**src/rtl/te_frame_sync.sv**
```systemverilog
// Frame/line sequencer triggered by the display tearing-effect (TE) pulse.
// Hands out line requests with fixed idle gaps and tracks missed or absent TE edges.
module te_frame_sync #(
    parameter int unsigned V_LINES    = 1080,
    parameter int unsigned LINE_GAP   = 16,
    parameter int unsigned TE_TIMEOUT = 1500000
) (
    input  logic        clk,
    input  logic        rst,
    input  logic        en,
    input  logic        te,
    input  logic        clr_status,
    input  logic        line_done,
    output logic        line_req,
    output logic [10:0] line_num,
    output logic        frame_start,
    output logic        frame_done,
    output logic        busy,
    output logic        te_missed,
    output logic        te_timeout,
    output logic [7:0]  overrun_cnt
);

    localparam logic [10:0] LAST_LINE = 11'(V_LINES - 1);
    localparam logic [7:0]  GAP_LAST  = 8'(LINE_GAP - 1);
    localparam logic [23:0] TO_LIMIT  = 24'(TE_TIMEOUT);

    typedef enum logic [1:0] {
        IDLE,
        LINE,
        GAP
    } state_t;

    state_t      state_q, state_d;
    logic        te_s1_q, te_s1_d;
    logic        te_s2_q, te_s2_d;
    logic        te_dly_q, te_dly_d;
    logic [10:0] line_num_q, line_num_d;
    logic [7:0]  gap_cnt_q, gap_cnt_d;
    logic        frame_start_q, frame_start_d;
    logic        frame_done_q, frame_done_d;
    logic        te_missed_q, te_missed_d;
    logic        te_timeout_q, te_timeout_d;
    logic [7:0]  overrun_q, overrun_d;
    logic [23:0] to_cnt_q, to_cnt_d;
    logic        rise;
    logic        missed;

    always_comb begin
        te_s1_d       = te;
        te_s2_d       = te_s1_q;
        te_dly_d      = te_s2_q;
        rise          = te_s2_q & ~te_dly_q;
        state_d       = state_q;
        line_num_d    = line_num_q;
        gap_cnt_d     = gap_cnt_q;
        frame_start_d = 1'b0;
        frame_done_d  = 1'b0;

        // The frame_done cycle is still treated as part of the frame, so a
        // rise there is a miss and can never start the next frame.
        missed = rise & ((state_q != IDLE) | frame_done_q);

        case (state_q)
            IDLE: begin
                if (rise && en && !frame_done_q) begin
                    state_d       = LINE;
                    line_num_d    = '0;
                    frame_start_d = 1'b1;
                end
            end
            LINE: begin
                if (line_done) begin
                    if (line_num_q == LAST_LINE) begin
                        state_d      = IDLE;
                        line_num_d   = '0;
                        frame_done_d = 1'b1;
                    end else begin
                        state_d   = GAP;
                        gap_cnt_d = '0;
                    end
                end
            end
            GAP: begin
                if (gap_cnt_q == GAP_LAST) begin
                    state_d    = LINE;
                    line_num_d = line_num_q + 11'd1;
                    gap_cnt_d  = '0;
                end else begin
                    gap_cnt_d = gap_cnt_q + 8'd1;
                end
            end
            default: state_d = IDLE;
        endcase

        // Clear first, then let a coincident event override it.
        te_missed_d  = clr_status ? 1'b0 : te_missed_q;
        overrun_d    = clr_status ? 8'd0 : overrun_q;
        te_timeout_d = clr_status ? 1'b0 : te_timeout_q;

        if (missed) begin
            te_missed_d = 1'b1;
            if (overrun_d != 8'hFF) begin
                overrun_d = overrun_d + 8'd1;
            end
        end

        if (rise) begin
            to_cnt_d = '0;
        end else if (to_cnt_q == TO_LIMIT) begin
            to_cnt_d = to_cnt_q;
        end else begin
            to_cnt_d = to_cnt_q + 24'd1;
            if (to_cnt_d == TO_LIMIT) begin
                te_timeout_d = 1'b1;
            end
        end
    end

    always_ff @(posedge clk) begin
        if (rst) begin
            state_q       <= IDLE;
            te_s1_q       <= 1'b0;
            te_s2_q       <= 1'b0;
            te_dly_q      <= 1'b0;
            line_num_q    <= '0;
            gap_cnt_q     <= '0;
            frame_start_q <= 1'b0;
            frame_done_q  <= 1'b0;
            te_missed_q   <= 1'b0;
            te_timeout_q  <= 1'b0;
            overrun_q     <= '0;
            to_cnt_q      <= '0;
        end else begin
            state_q       <= state_d;
            te_s1_q       <= te_s1_d;
            te_s2_q       <= te_s2_d;
            te_dly_q      <= te_dly_d;
            line_num_q    <= line_num_d;
            gap_cnt_q     <= gap_cnt_d;
            frame_start_q <= frame_start_d;
            frame_done_q  <= frame_done_d;
            te_missed_q   <= te_missed_d;
            te_timeout_q  <= te_timeout_d;
            overrun_q     <= overrun_d;
            to_cnt_q      <= to_cnt_d;
        end
    end

    assign line_req    = (state_q == LINE);
    assign busy        = (state_q != IDLE);
    assign line_num    = line_num_q;
    assign frame_start = frame_start_q;
    assign frame_done  = frame_done_q;
    assign te_missed   = te_missed_q;
    assign te_timeout  = te_timeout_q;
    assign overrun_cnt = overrun_q;

endmodule

```
**config.mk**
```make
export PLATFORM = sky130hd
export DESIGN_NAME = te_frame_sync
export DESIGN_NICKNAME = d
export VERILOG_FILES = /design/src/rtl/te_frame_sync.sv
export SDC_FILE = /design/constraint.sdc
export NUM_CORES = 1
export LEC_CHECK = 0
export ABC_AREA = 0
export CORE_MARGIN = 5
export CORE_UTILIZATION = 38
export CTS_CLUSTER_DIAMETER = 100
export CTS_CLUSTER_SIZE = 10
export DETAILED_ROUTE_END_ITERATION = 6
export GPL_ROUTABILITY_DRIVEN = 0
export PLACE_DENSITY_LB_ADDON = 0.05
export SKIP_CTS_REPAIR_TIMING = 1
export SYNTH_ARGS = -nofsm -noshare
export SYNTH_HDL_FRONTEND = slang
export SYNTH_SLANG_ARGS = --single-unit
```
**constraint.sdc**
```tcl
create_clock -name clk -period 2.2 [get_ports clk]
set_input_delay 0.44 -clock clk [delete_from_list [all_inputs] [get_ports clk]]
set_output_delay 0.44 -clock clk [all_outputs]
set_load 0.03 [all_outputs]
```
* Yosys cells after proc, flatten, opt, wreduce, memory -nomap -nowiden *
Index checks and enable logic that the tools add are counted.

storage, ports and cells
  memories kept = 0
  bits in latches = 0
  bits of input ports = 6
  word-level logic and storage cells = 74
  register bits after elaboration = 60
  bits in read-only memories = 0
  RAM bits = 0

operators by class
  bitwise operators = 7
  equality and inequality tests = 12
  $lt $le $gt $ge = 0
  add/sub/neg operators = 4
  shift operators = 0
  div/mod/pow operators = 0
  $mul = 0
  multiplexer cells = 25
  reductions and logical operators = 14

operators by type and width
  cell                                                                count
  24-bit by 21-bit == test with 1-bit output (second input constant)  2
  8-bit 2-to-1 mux                                                    6
  11-bit 2-to-1 mux                                                   4
  11-bit one-hot mux with 3 select lines                              1
  24-bit by 1-bit adder with 24-bit output (second input constant)    1
  8-bit by 1-bit adder with 8-bit output (second input constant)      2
  8-bit one-hot mux with 2 select lines                               1
  11-bit by 1-bit adder with 11-bit output (second input constant)    1
  11-bit == test (second input constant)                              1
  8-bit by 4-bit == test with 1-bit output (second input constant)    1
  1-bit 2-to-1 mux                                                    8
  2-bit 2-to-1 mux                                                    4
  2-bit != test (second input constant)                               4
  8-bit != test (second input constant)                               1
  2-bit one-hot mux with 3 select lines                               1
  3-bit AND reduction                                                 2
  2-bit nonzero test                                                  3
  5-bit AND reduction                                                 1
  1-bit inverter                                                      4
  2-bit OR reduction                                                  2
  3-bit nonzero test                                                  1
  3-bit OR reduction                                                  1
  1-bit bitwise AND                                                   2
  2-bit by 1-bit == test with 1-bit output (second input constant)    1
  6 further kinds                                                     7

* Depth between registers and ports, before layout *
  depth in word-level cells = 6
  gate-level depth with buffers = 9
  mapped depth without buffers = 7

* Least setup slack after synthesis *
OpenSTA, ideal clock, no wires.

  kind = in2reg
  start = input port clr_status
  end = register overrun_q[3], in the netlist overrun_cnt[3]
  library setup time = 0.130 ns
  path buffers = 2
  stages = 9
  path slack = 0.264 ns
  required time = 2.070 ns
  data arrival time = 1.806 ns
  cells stage by stage = clkbuf_1 > nor2b_1 > ha_1 > nand4b_1 > o21ba_2 > buf_2 > nand4_1 > xor2_1 > nor3_1

between the ends
  longest elaborated chain between the ends = 4
  elaborated cells on any way between the ends = 5

RTL lines
  element                                                                         RTL line  text
  start, declared                                                                 12        input logic clr_status,
  8-bit 2-to-1 mux (*)                                                            98        overrun_d = clr_status ? 8'd0 : overrun_q;
  8-bit by 1-bit adder with 8-bit output / 8-bit != test (equally long branches)  104, 103
  8-bit 2-to-1 mux                                                                103       if (overrun_d != 8'hFF) begin
  8-bit 2-to-1 mux (*)                                                            101       if (missed) begin
  end signal, assigned                                                            145       overrun_q <= overrun_d;
  end, declared                                                                   44        logic [7:0] overrun_q, overrun_d;

Mark *: on every way between the ends. The rest lies on a longest branch, timed or not.
A chain may end at the register's enable or synchronous reset.

* Worst setup path after layout *
  start = register state_q[0]
  end = output port line_req

between the ends
  longest elaborated chain between the ends = 1

RTL lines
  element                                   RTL line  text
  start, declared                           34        state_t state_q, state_d;
  start signal, assigned                    135       state_q <= state_d;
  2-bit by 1-bit == test with 1-bit output  150       assign line_req = (state_q == LINE);
  end, declared                             14        output logic line_req,

No other way between the ends.

==> impl_results.md <==
* Syn Inst Count at 353
* Global-route wire length before repair at 12170 µm
* Drt pass-1 iters at 4
* CTS tree: yes
* Vias at 2523
* Ys flop type: dfxtp_1
* DIE HEIGHT at 99.60 µm
* H-tree depth at 3
* Slowest cell delay on critical path at 0.69 ns
* Tot Pwr at 2.171 mW
* Avg WL per Cell at 13.90 µm
* Outcome: completed
* GR met3 Demand/Resource at 3.086%
* Gr ovfl total at 0
* Worst VDD drop at 0.0002935 V
* Max cap viols at 0
* Root Buffer Master: clkbuf_8
* Pin count of the biggest net entering global routing at 22
* Clock share of power at 45.4%
* Area delta synth->final at 21.41%
* Kind of critical path: reg2out
* Sw power at 0.4908 mW
* Multi-input gate area at 0.001777 mm²
* Skew-Pair Late Insertion Delay at 0.33 ns
* Cell area after synthesis at 0.003050 mm²
* Final worst path period need at 2.081 ns
* Setup Total Neg Slack at 0 ns
* Synth top area share at 39.38%
* Power density cells at 586.2 mW/mm²
* N_diodes at 0
* Slew margin rel. at 70.03%
* Worst path slowest cell: clkdlybuf4s50_1
* Share of post-route cells with drive strength above 1 at 11.31%
* Vias in the first global route at 2516
* Worst path top cell family by delay: buffers and inverters
* Met1 usage at 21.37%
* Buffers on Ports at 30
* Die X at 99.60 µm
* Seq/Total Area, Yosys at 39.38%
* DRC violations left at 0
* Net count after synthesis at 364
* Leakage at 1.432 nW
* Synth Register Bits at 60
* GRT Total Usage at 15.21%
* Sequential power share at 50.9%
* Synth area leader: dfxtp_1
* Switching portion of total power at 22.61%
* Met2 Use GR at 23.09%
* Worst hold path type: reg2reg
* Part of the cycle the worst path needs at 94.57%
* Fin Hold WS at 0.4468 ns
* Hpwl dp at 5051 µm
* Row cnt at 32
* Internal power at 1.680 mW
* Initial antenna violation count at 0
* Synth Warn # at 0
* CP Capture Type: output pin
* Clock Tree Buf Depth at 2
* Worst setup SP type: flip-flop
* ANT nets after route at 0
* Area contributors post-synth: dfxtp_1, nor2_1, xor2_1
* Grt peak-use layer: met2
* RSZ-0062 raised after global routing: no
* EDFF count, synth at 0
* TritonCTS Buffers at 9
* Post-synthesis async set-or-reset flop share at 0%
* Number of vias per cell at 5.046
* Final Hold Viols at 0
* Worst path required time at 1.76 ns
* Comb power frac at 3.7%
* Final Max Slew Viols at 0
* Syn Area/Cell at 8.641 µm²
* Synth cell types at 49
* Initial cell density of the core at 39.27%
* Skew final at 0.01207 ns
* CP bufs+invs at 1
* # IOs at 31
* Full die area at 0.009919 mm²
* CORE AREA at 0.007767 mm²
* Fin nets at 404
* Clock transition at the registers of the reported paths at 0.07 ns
* Layout Utilization at 47.68%
* WP data arrival at 1.64 ns
* Slew @ Worst Pin at 0.4484 ns
* Final setup fails at 0
* Crit path cell chain: nor2b_1, clkdlybuf4s50_1
* Register Area at 0.001201 mm²
* DR iter-0 viols at 72
* Sink Count at 60
* Top cells by count, synth: dfxtp_1, nor2_1, xor2_1
* Drt total wl at 6948 µm
* Maximum clock frequency at 480.6 MHz
* FILL cells at 799
* Crit path max fanout at 7
final cells by class:
cell class | count | area share (%)
Multi-Input combinational cell | 276 | 47.97
Clock buffer | 12 | 3.919
Clock inverter | 4 | 1.318
Inverter | 5 | 0.5068
Sequential cell | 60 | 32.43
Timing Repair Buffer | 41 | 10.41
Tap cell | 102 | 3.446
cell families (layout without fill, tap and decap cells):
group	Yosys count	in the layout	synth area share (%)
compound gates	35	35	7.465
flops	60	60	39.38
fa+ha+maj	5	5	2.051
simple gates	193	193	35.93
xor+xnor	36	36	10.34
buf+inv	17	62	2.379
mux	7	7	2.461
power by group through the flow:
stage / Sequential (mW) / Clock, mW / Combinational (mW)
after floorplan: 1.13 / 0 / 0.0524
after global placement: 1.13 / 0 / 0.0821
after detailed placement: 1.13 / 0 / 0.0816
after CTS: 1.11 / 1.02 / 0.0819
after global routing: 1.11 / 1.06 / 0.0907
final: 1.11 / 0.985 / 0.0805
per-layer routing:
metal  routed length (µm)  vias to the layer above
met5                    0                        -
met4                   89                        0
met3                  180                        8
met2                 3085                       28
met1                 3592                     1176
li1                     -                     1311
through the flow:
step	instances	setup WS [ns]	instance area, µm²
after floorplan	353	0.2644	3050
after global placement	484	0.1036	3507
after detailed placement	484	0.03793	3507
after CTS	500	0.07033	3701
after global routing	500	0.007132	3704
final	500	0.1194	3704
worst reg2reg max path: cells and delay by family, from the launching register on:
| kind | cells | cell delay [ns] |
|---|---|---|
| AOI/OAI and AO/OA | 2 | 0.26 |
| DFF | 1 | 0.35 |
| adders and majority gates | 1 | 0.26 |
| and+or+nand+nor | 4 | 0.91 |
cells in the final DEF (no fill, tap or decap), types with 5 or more instances in the layout:
| cell type | count |
|---|---|
| and3_1 | 16 |
| nor2_1 | 60 |
| mux2i_1 | 6 |
| nor3_1 | 13 |
| dfxtp_1 | 60 |
| xnor2_1 | 11 |
| nor2b_1 | 11 |
| nand2_1 | 20 |
| clkdlybuf4s50_1 | 29 |
| nand4_1 | 11 |
| nand3_1 | 14 |
| a21oi_1 | 12 |
| nand2b_1 | 8 |
| inv_1 | 5 |
| ha_1 | 5 |
| xor2_1 | 25 |
| clkbuf_8 | 10 |
| buf_4 | 11 |
| o21ai_0 | 7 |
state kept, by name, summed over array words and instances, names as in the netlist:
name	flops
te_dly_d	1
frame_done	1
te_timeout	1
line_num	11
state_q	2
te_dly_q	1
overrun_cnt	8
to_cnt_q	24
gap_cnt_q	8
te_missed	1
te_s1_q	1
frame_start	1
path summary, 6_finish.rpt:
path	depth (start not counted)	slack [ns]	end	start
worst max-delay path	2	0.12	line_req	state_q[0]$_SDFFE_PP0P_
worst min-delay path	1	0.45	te_dly_d$_SDFF_PP0_	te_s1_q$_SDFF_PP0_
worst max register to register	7	0.31	gap_cnt_q[4]$_SDFFE_PP0P_	line_num[0]$_SDFFE_PP0P_
worst min register to register	1	0.45	te_dly_d$_SDFF_PP0_	te_s1_q$_SDFF_PP0_
(Power assumes the default switching activity.)
